[src/rtl/uart_pkg.sv]
// Shared definitions for the UART blocks: FSM state encoding and frame constants.
package uart_pkg;

  typedef enum logic [1:0] {
    IDLE  = 2'd0,
    START = 2'd1,
    DATA  = 2'd2,
    STOP  = 2'd3
  } uart_state_e;

  localparam int   UART_DATA_BITS  = 8;
  localparam logic UART_IDLE_LEVEL = 1'b1;

endpackage

[src/rtl/sync_fifo.sv]
// Single-clock first-word-fall-through FIFO; a write in the same cycle as a read
// is accepted even when full, since the read frees the slot.
module sync_fifo #(
  parameter int WIDTH = 8,
  parameter int DEPTH = 16
) (
  input  logic                       clk_i,
  input  logic                       rst_ni,
  input  logic                       wr_i,
  input  logic [WIDTH-1:0]           wdata_i,
  input  logic                       rd_i,
  output logic [WIDTH-1:0]           rdata_o,
  output logic                       full_o,
  output logic                       empty_o,
  output logic [$clog2(DEPTH):0]     level_o
);

  localparam int AW = $clog2(DEPTH);
  localparam int LW = AW + 1;

  logic [WIDTH-1:0] mem_q [DEPTH];
  logic [AW-1:0]    wr_ptr_q, wr_ptr_d;
  logic [AW-1:0]    rd_ptr_q, rd_ptr_d;
  logic [LW-1:0]    level_q, level_d;
  logic             wr_ok_s;
  logic             rd_ok_s;

  assign full_o  = (level_q == LW'(DEPTH));
  assign empty_o = (level_q == '0);
  assign level_o = level_q;
  assign rdata_o = mem_q[rd_ptr_q];
  assign wr_ok_s = wr_i && (!full_o || rd_ok_s);
  assign rd_ok_s = rd_i && !empty_o;

  // Pointer and occupancy next-state; pointers wrap on the power-of-2 depth.
  always_comb begin
    wr_ptr_d = wr_ptr_q;
    rd_ptr_d = rd_ptr_q;
    level_d  = level_q;
    if (wr_ok_s) begin
      wr_ptr_d = wr_ptr_q + AW'(1);
    end else begin
      wr_ptr_d = wr_ptr_q;
    end
    if (rd_ok_s) begin
      rd_ptr_d = rd_ptr_q + AW'(1);
    end else begin
      rd_ptr_d = rd_ptr_q;
    end
    case ({wr_ok_s, rd_ok_s})
      2'b10:   level_d = level_q + LW'(1);
      2'b01:   level_d = level_q - LW'(1);
      default: level_d = level_q;
    endcase
  end

  // Control registers; contents are discarded on reset by clearing the pointers.
  always_ff @(posedge clk_i or negedge rst_ni) begin
    if (!rst_ni) begin
      wr_ptr_q <= '0;
      rd_ptr_q <= '0;
      level_q  <= '0;
    end else begin
      wr_ptr_q <= wr_ptr_d;
      rd_ptr_q <= rd_ptr_d;
      level_q  <= level_d;
    end
  end

  // Storage array.
  always_ff @(posedge clk_i) begin
    if (wr_ok_s) begin
      mem_q[wr_ptr_q] <= wdata_i;
    end
  end

endmodule

[src/rtl/uart_tx_fifo.sv]
// 8N1 UART transmitter fed by a write FIFO; bit period is prescale+1 clocks,
// latched per frame. All serial outputs are registered.
module uart_tx_fifo
  import uart_pkg::*;
#(
  parameter int FIFO_DEPTH = 16,
  parameter int PRESC_W    = 16
) (
  input  logic                          HCLK,
  input  logic                          HRESETn,
  input  logic                          en,
  input  logic [PRESC_W-1:0]            prescale,
  input  logic [7:0]                    wdata,
  input  logic                          wr,
  output logic                          full,
  output logic                          empty,
  output logic [$clog2(FIFO_DEPTH):0]   level,
  output logic                          overflow,
  input  logic                          ovf_clr,
  output logic                          busy,
  output logic                          done,
  output logic                          tx
);

  localparam int                BIT_W    = $clog2(UART_DATA_BITS);
  localparam logic [BIT_W-1:0]  LAST_BIT = BIT_W'(UART_DATA_BITS - 1);

  uart_state_e               state_q, state_d;
  logic [PRESC_W-1:0]        cnt_q, cnt_d;
  logic [PRESC_W-1:0]        presc_q, presc_d;
  logic [UART_DATA_BITS-1:0] shift_q, shift_d;
  logic [BIT_W-1:0]          bit_q, bit_d;
  logic                      tx_q, tx_d;
  logic                      done_q, done_d;
  logic                      ovf_q, ovf_d;
  logic [UART_DATA_BITS-1:0] fifo_rdata_s;
  logic                      pop_s;
  logic                      drop_s;
  logic                      bit_end_s;

  sync_fifo #(
    .WIDTH (UART_DATA_BITS),
    .DEPTH (FIFO_DEPTH)
  ) u_fifo (
    .clk_i   (HCLK),
    .rst_ni  (HRESETn),
    .wr_i    (wr),
    .wdata_i (wdata),
    .rd_i    (pop_s),
    .rdata_o (fifo_rdata_s),
    .full_o  (full),
    .empty_o (empty),
    .level_o (level)
  );

  assign bit_end_s = (cnt_q == '0);
  // A new frame may start from IDLE or straight out of the last stop-bit cycle.
  assign pop_s  = en && !empty &&
                  ((state_q == IDLE) || ((state_q == STOP) && bit_end_s));
  assign drop_s = wr && full && !pop_s;

  // Frame sequencer; tx_d is the line level for the cycle after this edge.
  always_comb begin
    state_d = state_q;
    cnt_d   = cnt_q;
    presc_d = presc_q;
    shift_d = shift_q;
    bit_d   = bit_q;
    tx_d    = tx_q;
    if (pop_s) begin
      state_d = START;
      cnt_d   = prescale;
      presc_d = prescale;
      shift_d = fifo_rdata_s;
      bit_d   = '0;
      tx_d    = ~UART_IDLE_LEVEL;
    end else begin
      case (state_q)
        IDLE: begin
          tx_d = UART_IDLE_LEVEL;
        end
        START: begin
          if (bit_end_s) begin
            state_d = DATA;
            cnt_d   = presc_q;
            tx_d    = shift_q[0];
          end else begin
            cnt_d = cnt_q - PRESC_W'(1);
            tx_d  = ~UART_IDLE_LEVEL;
          end
        end
        DATA: begin
          if (bit_end_s && (bit_q == LAST_BIT)) begin
            state_d = STOP;
            cnt_d   = presc_q;
            tx_d    = UART_IDLE_LEVEL;
          end else if (bit_end_s) begin
            cnt_d   = presc_q;
            bit_d   = bit_q + BIT_W'(1);
            shift_d = {1'b0, shift_q[UART_DATA_BITS-1:1]};
            tx_d    = shift_q[1];
          end else begin
            cnt_d = cnt_q - PRESC_W'(1);
            tx_d  = shift_q[0];
          end
        end
        STOP: begin
          if (bit_end_s) begin
            state_d = IDLE;
            tx_d    = UART_IDLE_LEVEL;
          end else begin
            cnt_d = cnt_q - PRESC_W'(1);
            tx_d  = UART_IDLE_LEVEL;
          end
        end
        default: begin
          state_d = IDLE;
          tx_d    = UART_IDLE_LEVEL;
        end
      endcase
    end
    // done is registered, so it is raised for the cycle that will be the last stop cycle.
    done_d = (state_d == STOP) && (cnt_d == '0);
  end

  // Sticky overflow: a dropped write wins over a simultaneous clear.
  always_comb begin
    if (drop_s) begin
      ovf_d = 1'b1;
    end else if (ovf_clr) begin
      ovf_d = 1'b0;
    end else begin
      ovf_d = ovf_q;
    end
  end

  // State and datapath registers.
  always_ff @(posedge HCLK or negedge HRESETn) begin
    if (!HRESETn) begin
      state_q <= IDLE;
      cnt_q   <= '0;
      presc_q <= '0;
      shift_q <= '0;
      bit_q   <= '0;
      tx_q    <= UART_IDLE_LEVEL;
      done_q  <= 1'b0;
      ovf_q   <= 1'b0;
    end else begin
      state_q <= state_d;
      cnt_q   <= cnt_d;
      presc_q <= presc_d;
      shift_q <= shift_d;
      bit_q   <= bit_d;
      tx_q    <= tx_d;
      done_q  <= done_d;
      ovf_q   <= ovf_d;
    end
  end

  assign tx       = tx_q;
  assign done     = done_q;
  assign busy     = (state_q != IDLE);
  assign overflow = ovf_q;

endmodule

[config.mk]
export PLATFORM = sky130hd
export DESIGN_NAME = uart_tx_fifo
export DESIGN_NICKNAME = d
export VERILOG_FILES = /design/src/rtl/uart_pkg.sv /design/src/rtl/sync_fifo.sv /design/src/rtl/uart_tx_fifo.sv
export SDC_FILE = /design/constraint.sdc
export NUM_CORES = 1
export LEC_CHECK = 0
export CAP_MARGIN = 15
export CORE_MARGIN = 2
export CORE_UTILIZATION = 50
export DETAILED_ROUTE_END_ITERATION = 6
export GPL_ROUTABILITY_DRIVEN = 1
export PLACE_DENSITY = 0.76
export SLEW_MARGIN = 5
export SYNTH_ARGS = -nofsm -noshare
export SYNTH_HDL_FRONTEND = slang
export SYNTH_SLANG_ARGS = --single-unit
export TNS_END_PERCENT = 50
[constraint.sdc]
create_clock -name HCLK -period 4 [get_ports HCLK]
set_input_delay 0.4 -clock HCLK [delete_from_list [all_inputs] [get_ports HCLK]]
set_output_delay 0.4 -clock HCLK [all_outputs]
set_load 0.01 [all_outputs]
==> key figures, run 1 <==
Run status
  – Status: completed

Route
  – Number of nets still failing antenna checks after routing: 0
  – Via-to-Cell Ratio: 5.95
  – Highest metal layer used by the detailed router: met4
  – Number of vias after detailed routing: around 5200
  – Remaining design rule violation count: 0
  – Starting DRT DRC Count: a little under 500
  – Amount of wire on met2 after detailed routing: 9.26 mm
  – Post-Route WL: 18.3 mm
  – Routed len/inst: about 21 µm
  – First-pass iteration count of the detailed router: 5
  – Met3 WL post-DR: around 1 mm
  – Detailed-routing wirelength on met1: roughly 7.5 mm

Placement
  – Final HPWL from detailed placement: around 12 mm
  – Final estimated routing congestion in global placement: around 0.9
  – PortBufs: 39
  – Placed insts: approximately 850

Critical path
  – Critical Path RT: 4.08 ns
  – Arrival time of the worst setup path: around 3.6 ns
  – Cell breakdown of the critical path: inv_1 -> ha_1 -> or3b_2 -> o31ai_1 -> a21boi_0 -> nor2b_2 -> nand2_1 -> nor2_1
  – Crit path from: cnt_q[0]
  – Sort of element at the start of the critical path: flip-flop
  – Top cell family by delay on the critical path: simple AND/OR/NAND/NOR gates
  – Number of buffer and inverter stages on the critical path: 1
  – Kind of end point of the critical path: flip-flop
  – Critical Path Slowest Stage Cell: or3b_2
  – Launch instance of the worst register-to-register path: cnt_q[0]
  – Largest incremental delay on the critical path: slightly below 0.6 ns
  – Critical setup path kind: reg2reg
  – Critical-path maximum fanout: 11

Synth
  – Largest cells by area after synthesis: edfxtp_1 45%, dfrtp_1 18%, mux4_2 11%
  – Count of flip-flops with a built-in enable after synthesis: around 130
  – Number of warnings issued by yosys: 0
  – Area fraction of the dominant cell type after synthesis: 0.449
  – Async S/R FF share, synth: 0.323
  – Cells after Synth: between 600 and 700
  – Post-Synthesis Net Count: 648
  – Cell area after synthesis: between 8000 and 9000 µm²
  – Seq cells post-synth: around 190
  – Flip-flop cell with the highest count after synthesis: edfxtp_1
  – Sequential-to-total area share from yosys stat: 0.627
  – Library cells used by synthesis: a little over 70
  – Cell type contributing the most total cell area after synthesis: edfxtp_1
  – Average cell area after synthesis: 14.3 µm²

GRT
  – Wire length of the first global-routing pass: approximately 30 mm
  – Via count of the first global-routing pass: 5373
  – GRT Total Usage: 0.215
  – Number of antenna violations at the first check in global routing: 0
  – Grt total ovfl: 0
  – Largest net degree at the start of global routing: 38

Die
  – Height of the die: approximately 130 µm
  – Die width: about 130 µm
  – Site Rows: 47
  – Initial core utilization: 0.515
  – DIE AREA: 18200 µm²
  – I/O pins: 40
  – Core outline area: ~17000 µm²

STA
  – Total negative setup slack: 0 ns
  – Max-slew headroom at the worst pin: 0.480
  – Maximum clock frequency: about 280 MHz
  – Count of endpoints failing hold in the final timing report: 0
  – Fraction of the cycle the final worst path needs: 0.882
  – Setup repair after global routing missed its margin: false
  – Total setup violations reported at the end of the flow: 0
  – Slew @ Worst Pin: slightly below 0.8 ns
  – Post-route clock skew: about 0.014 ns
  – Time the final worst path needs with I/O delays and setup: 3.53 ns
  – Count of final max-slew check failures: 0

Finish
  – Antenna diode count: 0
  – Non-filler cells in the finished layout: a little under 900
  – Fraction of layout instances using a drive strength above 1: 0.174
  – Layout net count: about 690
  – Area growth, synth to finish: 14.5%

Clocking
  – Post-CTS setup buffer count: 0
  – Number of sinks on the clock net: around 190
  – Clock-pin transition on the worst setup and hold timing paths: 0.07 ns
  – Buffers from clock root to sink, at most: 2
  – H-Tree Depth: 4
  – Post-CTS Hold Buffers: 0
  – Resize count post-CTS: 0
  – Master cell of the clock root buffer: clkbuf_16
  – Clock tree from TritonCTS: built
  – CTS Buf Count: 17
  – Clock latency of the later-clocked register in the worst-skew pair: 0.44 ns

Power
  – Leakage dissipation: between 3 and 4 nW
  – Largest voltage drop on the vdd net: 423 µV
  – Power Dens Cells: 466 nW/µm²

Worst hold path
  – Min-delay worst type: in2async

Flow run
  – Max capacitance violation total: 0
worst register-to-register path, delay by kind of cell, from the launching register on:
kind | cells | cell delay (ns)
AOI/OAI and AO/OA | 2 | 0.46
buffers and inverters | 1 | 0.15
adders and majority gates | 1 | 0.20
and+or+nand+nor | 4 | 1.88
DFF | 1 | 0.47
final timing paths:
path / slack (ns) / end / cells past startpoint
max: 0.47 / u_fifo.mem_q[15][6] / 8
min: 0.03 / cnt_q[14] / 1
max reg2reg: 0.47 / u_fifo.mem_q[15][6] / 8
min reg2reg: 0.48 / presc_q[2] / 2
max in group asynchronous: 3.06 / tx / 2
min in group HCLK: 0.48 / presc_q[2] / 2
Yosys cell counts, drive strengths merged (14+ instances only):
master and instances:
buf 20, nand2 74, a21oi 19, ha 17, nor3 18, dfrtp 60
o21ai 22, inv 19, nor2 47, edfxtp 128, xnor2 14, mux4 40
placed cells by master (no fill, tap or decap), drive strengths merged, types with 2 or more instances in the layout:
cell	instances
mux4	40
mux2	2
edfxtp	128
and4	4
a21oi	19
o211ai	2
inv	28
nand2b	6
or4	4
and3	2
o31ai	7
a211oi	2
a31oi	6
a21boi	3
xnor2	14
a21o	2
o2111a	2
clkdlybuf4s50	38
clkinv	4
xor2	4
o21ai	22
nor3	18
nand3	3
clkbuf	18
o311ai	2
nor3b	2
nand2	74
mux2i	10
nor2	47
nor2b	2
dfrtp	60
buf	19
nand4	7
ha	17
nor4	6
nor4b	2
a221oi	6
area by class of cell:
class,count,area [µm²]
Clock buffer,18,429
Clock inverter,14,163
Fill cell,1262,6830
Inverter,19,71.3
Multi-Input combinational cell,360,2980
Sequential cell,189,5370
Tap cell,220,275
Timing Repair Buffer,57,520
metal layers:
layer  GRT usage  up-vias
li1            -     2368
met1       0.274     2620
met2       0.365      187
met3      0.0514       46
met4      0.0737        0
met5           0        -
registers in the layout (all words and copies together) (netlist names):
| register | flops |
|---|---|
| shift_q | 8 |
| cnt_q | 16 |
| u_fifo.rd_ptr_q | 4 |
| tx | 1 |
| presc_q | 16 |
| state_q | 2 |
| u_fifo.mem_q | 128 |
| u_fifo.wr_ptr_q | 4 |
| bit_q | 3 |
| overflow | 1 |
| u_fifo.level_o | 5 |
| done | 1 |
cells by family after synthesis:
family / Yosys count / share of synthesized area
flip-flops: 189 / 0.627
AND/OR/NAND/NOR: 184 / 0.112
AO/OA/AOI/OAI: 88 / 0.0699
buffers and inverters: 52 / 0.0266
multiplexers: 52 / 0.119
XOR/XNOR: 18 / 0.0184
adder cells (fa/ha/maj): 18 / 0.0272
power breakdown:
group	internal, mW	total [mW]	switching [mW]
clock	0.895	1.69	0.791
combinational	0.233	0.512	0.279
sequential	2.28	2.38	0.101
total	3.40	4.57	1.17
metrics by stage:
stage                     power (mW)  instance area [µm²]  hold slack (ns)  worst slack (ns)   util
after floorplan                 2.68                 8570            0.104             0.937      -
after global placement          2.88                 9210            0.462             0.473  0.554
after detailed placement        2.92                 9210            0.468             0.259  0.554
after CTS                       4.60                 9800           0.0435             0.236  0.589
after global routing            4.75                 9810           0.0850             0.177  0.589
final                           4.57                 9810           0.0273             0.471  0.589
(Power assumes the default switching activity.)
==> inputs of run 2 (changes only) <==
--- a/config.mk
+++ b/config.mk
@@ -7,12 +7,12 @@
 export LEC_CHECK = 0
 export CAP_MARGIN = 15
 export CORE_MARGIN = 2
-export CORE_UTILIZATION = 50
+export CORE_UTILIZATION = 30
 export DETAILED_ROUTE_END_ITERATION = 6
 export GPL_ROUTABILITY_DRIVEN = 1
-export PLACE_DENSITY = 0.76
+export PLACE_DENSITY = 0.53
 export SLEW_MARGIN = 5
 export SYNTH_ARGS = -nofsm -noshare
 export SYNTH_HDL_FRONTEND = slang
 export SYNTH_SLANG_ARGS = --single-unit
-export TNS_END_PERCENT = 50
+export TNS_END_PERCENT = 1
==> run 2 against run 1 <==
Flip-flop and latch count is the same. Worst hold slack got worse by 0.0088 ns. Clock power hardly changed. Highest routed layer is now met5. First-iteration DRC count grew 6.9%. Count of clock-buffer cells in the layout increased by 3. Worst setup slack gained 0.028 ns. Largest power group unchanged. Core utilization is 23 points lower. Critical path depth is 1 higher. Register-to-register slack improved by 0.03 ns. Sequential power hardly changed. Fmax grew 0.81%. Global-route usage shrank 8.1 points.
==> key figures, run 2 (synthesis gave the netlist of run 1 again) <==
Run status
  – Status: completed

GRT
  – Via count of the first global-routing pass: 5415 (+0.78%)
  – Number of antenna violations at the first check in global routing: 2 (+2)
  – Wire length of the first global-routing pass: 30.8 mm (+4.5%)
  – Grt total ovfl: 0 (unchanged)
  – GRT Total Usage: 0.135 (-0.0807)
  – Largest net degree at the start of global routing: 40 (+5.3%)

STA
  – Time the final worst path needs with I/O delays and setup: 3.50 ns (-0.0283 ns)
  – Count of endpoints failing hold in the final timing report: 0 (unchanged)
  – Post-route clock skew: 0.0150 ns (+0.000736 ns)
  – Setup repair after global routing missed its margin: false
  – Min setup slack post-route: 0.500 ns (+0.0283 ns)
  – Final hold slack: 0.0185 ns (-0.00885 ns)
  – Maximum clock frequency: 286 MHz (+0.81%)
  – Count of final max-slew check failures: 0 (unchanged)
  – Total setup violations reported at the end of the flow: 0 (unchanged)
  – Fraction of the cycle the final worst path needs: 0.875 (-0.00708)
  – Total negative setup slack: 0 ns (unchanged)
  – Max-slew headroom at the worst pin: 0.489 (+0.00958)
  – Slew @ Worst Pin: 0.764 ns (-0.0131 ns)

Die
  – I/O pins: 40 (unchanged)
  – DIE AREA: 29900 µm² (+64%)
  – Die width: 173 µm (+28%)
  – Site Rows: 61 (+30%)
  – Height of the die: 173 µm (+28%)
  – Core outline area: 27900 µm² (+68%)
  – Initial core utilization: 0.307 (-0.208)

Critical path
  – Kind of end point of the critical path: flip-flop
  – Arrival time of the worst setup path: 3.65 ns (+0.05 ns)
  – Critical Path Slowest Stage Cell: nor2b_1
  – Critical Path RT: 4.15 ns (+0.07 ns)
  – Register-to-register setup slack: 0.50 ns (+0.03 ns)
  – Largest incremental delay on the critical path: 0.64 ns (+0.05 ns)
  – Cell breakdown of the critical path: inv_1 -> ha_1 -> or3b_2 -> o31ai_1 -> a21boi_0 -> nor2b_1 -> nand2_1 -> nor3_1 -> buf_4
  – Critical-path maximum fanout: 11 (unchanged)
  – Sort of element at the start of the critical path: flip-flop
  – Critical setup path kind: reg2reg

Finish
  – Number of flip-flops under the largest register name: 128 (unchanged)
  – Most frequent standard cell in the layout excluding fill and tap cells: edfxtp_1
  – Layout net count: 699 (+1.2%)
  – Biggest register: u_fifo.mem_q
  – Most frequent cells in the layout: 128 x edfxtp_1, 74 x nand2_1, 59 x dfrtp_1, 47 x nor2_1, 40 x mux4_2
  – Area of all placed cells without fillers: 10100 µm² (+2.5%)
  – Area growth, synth to finish: 17.3%
  – Fraction of layout instances using a drive strength above 1: 0.179 (+0.00543)
  – Top flop regs: u_fifo.mem_q x128, cnt_q x16, presc_q x16

Route
  – Via-to-Cell Ratio: 4.97 (-17%)
  – Number of nets still failing antenna checks after routing: 0 (unchanged)
  – Routed len/inst: 18.7 µm (-11%)
  – Post-Route WL: 19.5 mm (+6.5%)
  – Starting DRT DRC Count: 525 (+6.9%)
  – Remaining design rule violation count: 0 (unchanged)
  – Number of vias after detailed routing: 5188 (-0.63%)
  – First-pass iteration count of the detailed router: 5 (unchanged)

Power
  – Overall power of the completed layout: 4.59 mW (+0.22%)
  – Largest voltage drop on the vdd net: 319 µV (-25%)
  – Power Dens Cells: 456 nW/µm² (-2.2%)
  – Leakage dissipation: 3.43 nW (+1.2%)

Placement
  – PortBufs: 39 (unchanged)
  – Final HPWL from detailed placement: 13.4 mm (+9.9%)
  – Post-Place Cell Area: 9470 µm² (+2.8%)
  – Minimum setup slack after placement: 0.492 ns (+0.233 ns)
  – Final estimated routing congestion in global placement: 0.852 (-5.8%)

Clocking
  – Clock-pin transition on the worst setup and hold timing paths: 0.07 ns (about the same)
  – Resize count post-CTS: 0 (unchanged)
  – CTS Buf Count: 17 (unchanged)
  – Buffers from clock root to sink, at most: 2 (unchanged)
  – Clock tree from TritonCTS: built
  – Clock latency of the later-clocked register in the worst-skew pair: 0.44 ns (about the same)
  – H-Tree Depth: 4 (unchanged)
  – Post-CTS Hold Buffers: 0 (unchanged)
  – Master cell of the clock root buffer: clkbuf_16
  – Number of sinks on the clock net: 189 (unchanged)
  – Post-CTS setup buffer count: 0 (unchanged)

Flow run
  – Max capacitance violation total: 0 (unchanged)

Worst hold path
  – Min-delay worst type: in2async
## run 2: power by group
part	switching [mW]	leakage, nW	internal, mW
registers	0.0968	1.88	2.27
logic	0.284	1.26	0.246
clock network	0.769	0.291	0.915
## run 2: routing by layer
layer	global-route usage	up-vias	wire length [µm]
met5	0	-	13
met4	0.0427	2	345
met3	0.0402	28	960
met2	0.220	111	9500
met1	0.173	2653	8660
li1	-	2394	-
## run 2: worst paths after layout
kind	to	start	cells after the start
max	u_fifo.mem_q[3][7]	cnt_q[0]	9
min	u_fifo.level_o[0]	HRESETn	1
max reg2reg	u_fifo.mem_q[3][7]	cnt_q[0]	9
min reg2reg	presc_q[6]	presc_q[6]	2
max in group asynchronous	u_fifo.rd_ptr_q[0]	HRESETn	2
min in group HCLK	presc_q[6]	presc_q[6]	2
## run 2: worst max-delay path, delay by kind of cell, from the launching register on
kind,cells,cell delay (ns)
fa+ha+maj,1,0.20
compound gates,2,0.43
simple gates,4,1.77
buf+inv,2,0.35
flops,1,0.47
## run 2: area by class of cell
type,instances,area (µm²)
multi-input cells,360,2970
clock inverters,11,120
diodes,1,2.50
inverters,19,71.3
clock buffers,21,460
flip-flops and latches,189,5370
fillers,2710,17900
repair buffers,65,581
well taps,378,473
## run 2: through the flow
step                      utilization  cells
after floorplan                     -    601
after global placement          0.339   1011
after detailed placement        0.339   1011
after CTS                       0.360   1043
after global routing            0.360   1043
final                           0.360   1044
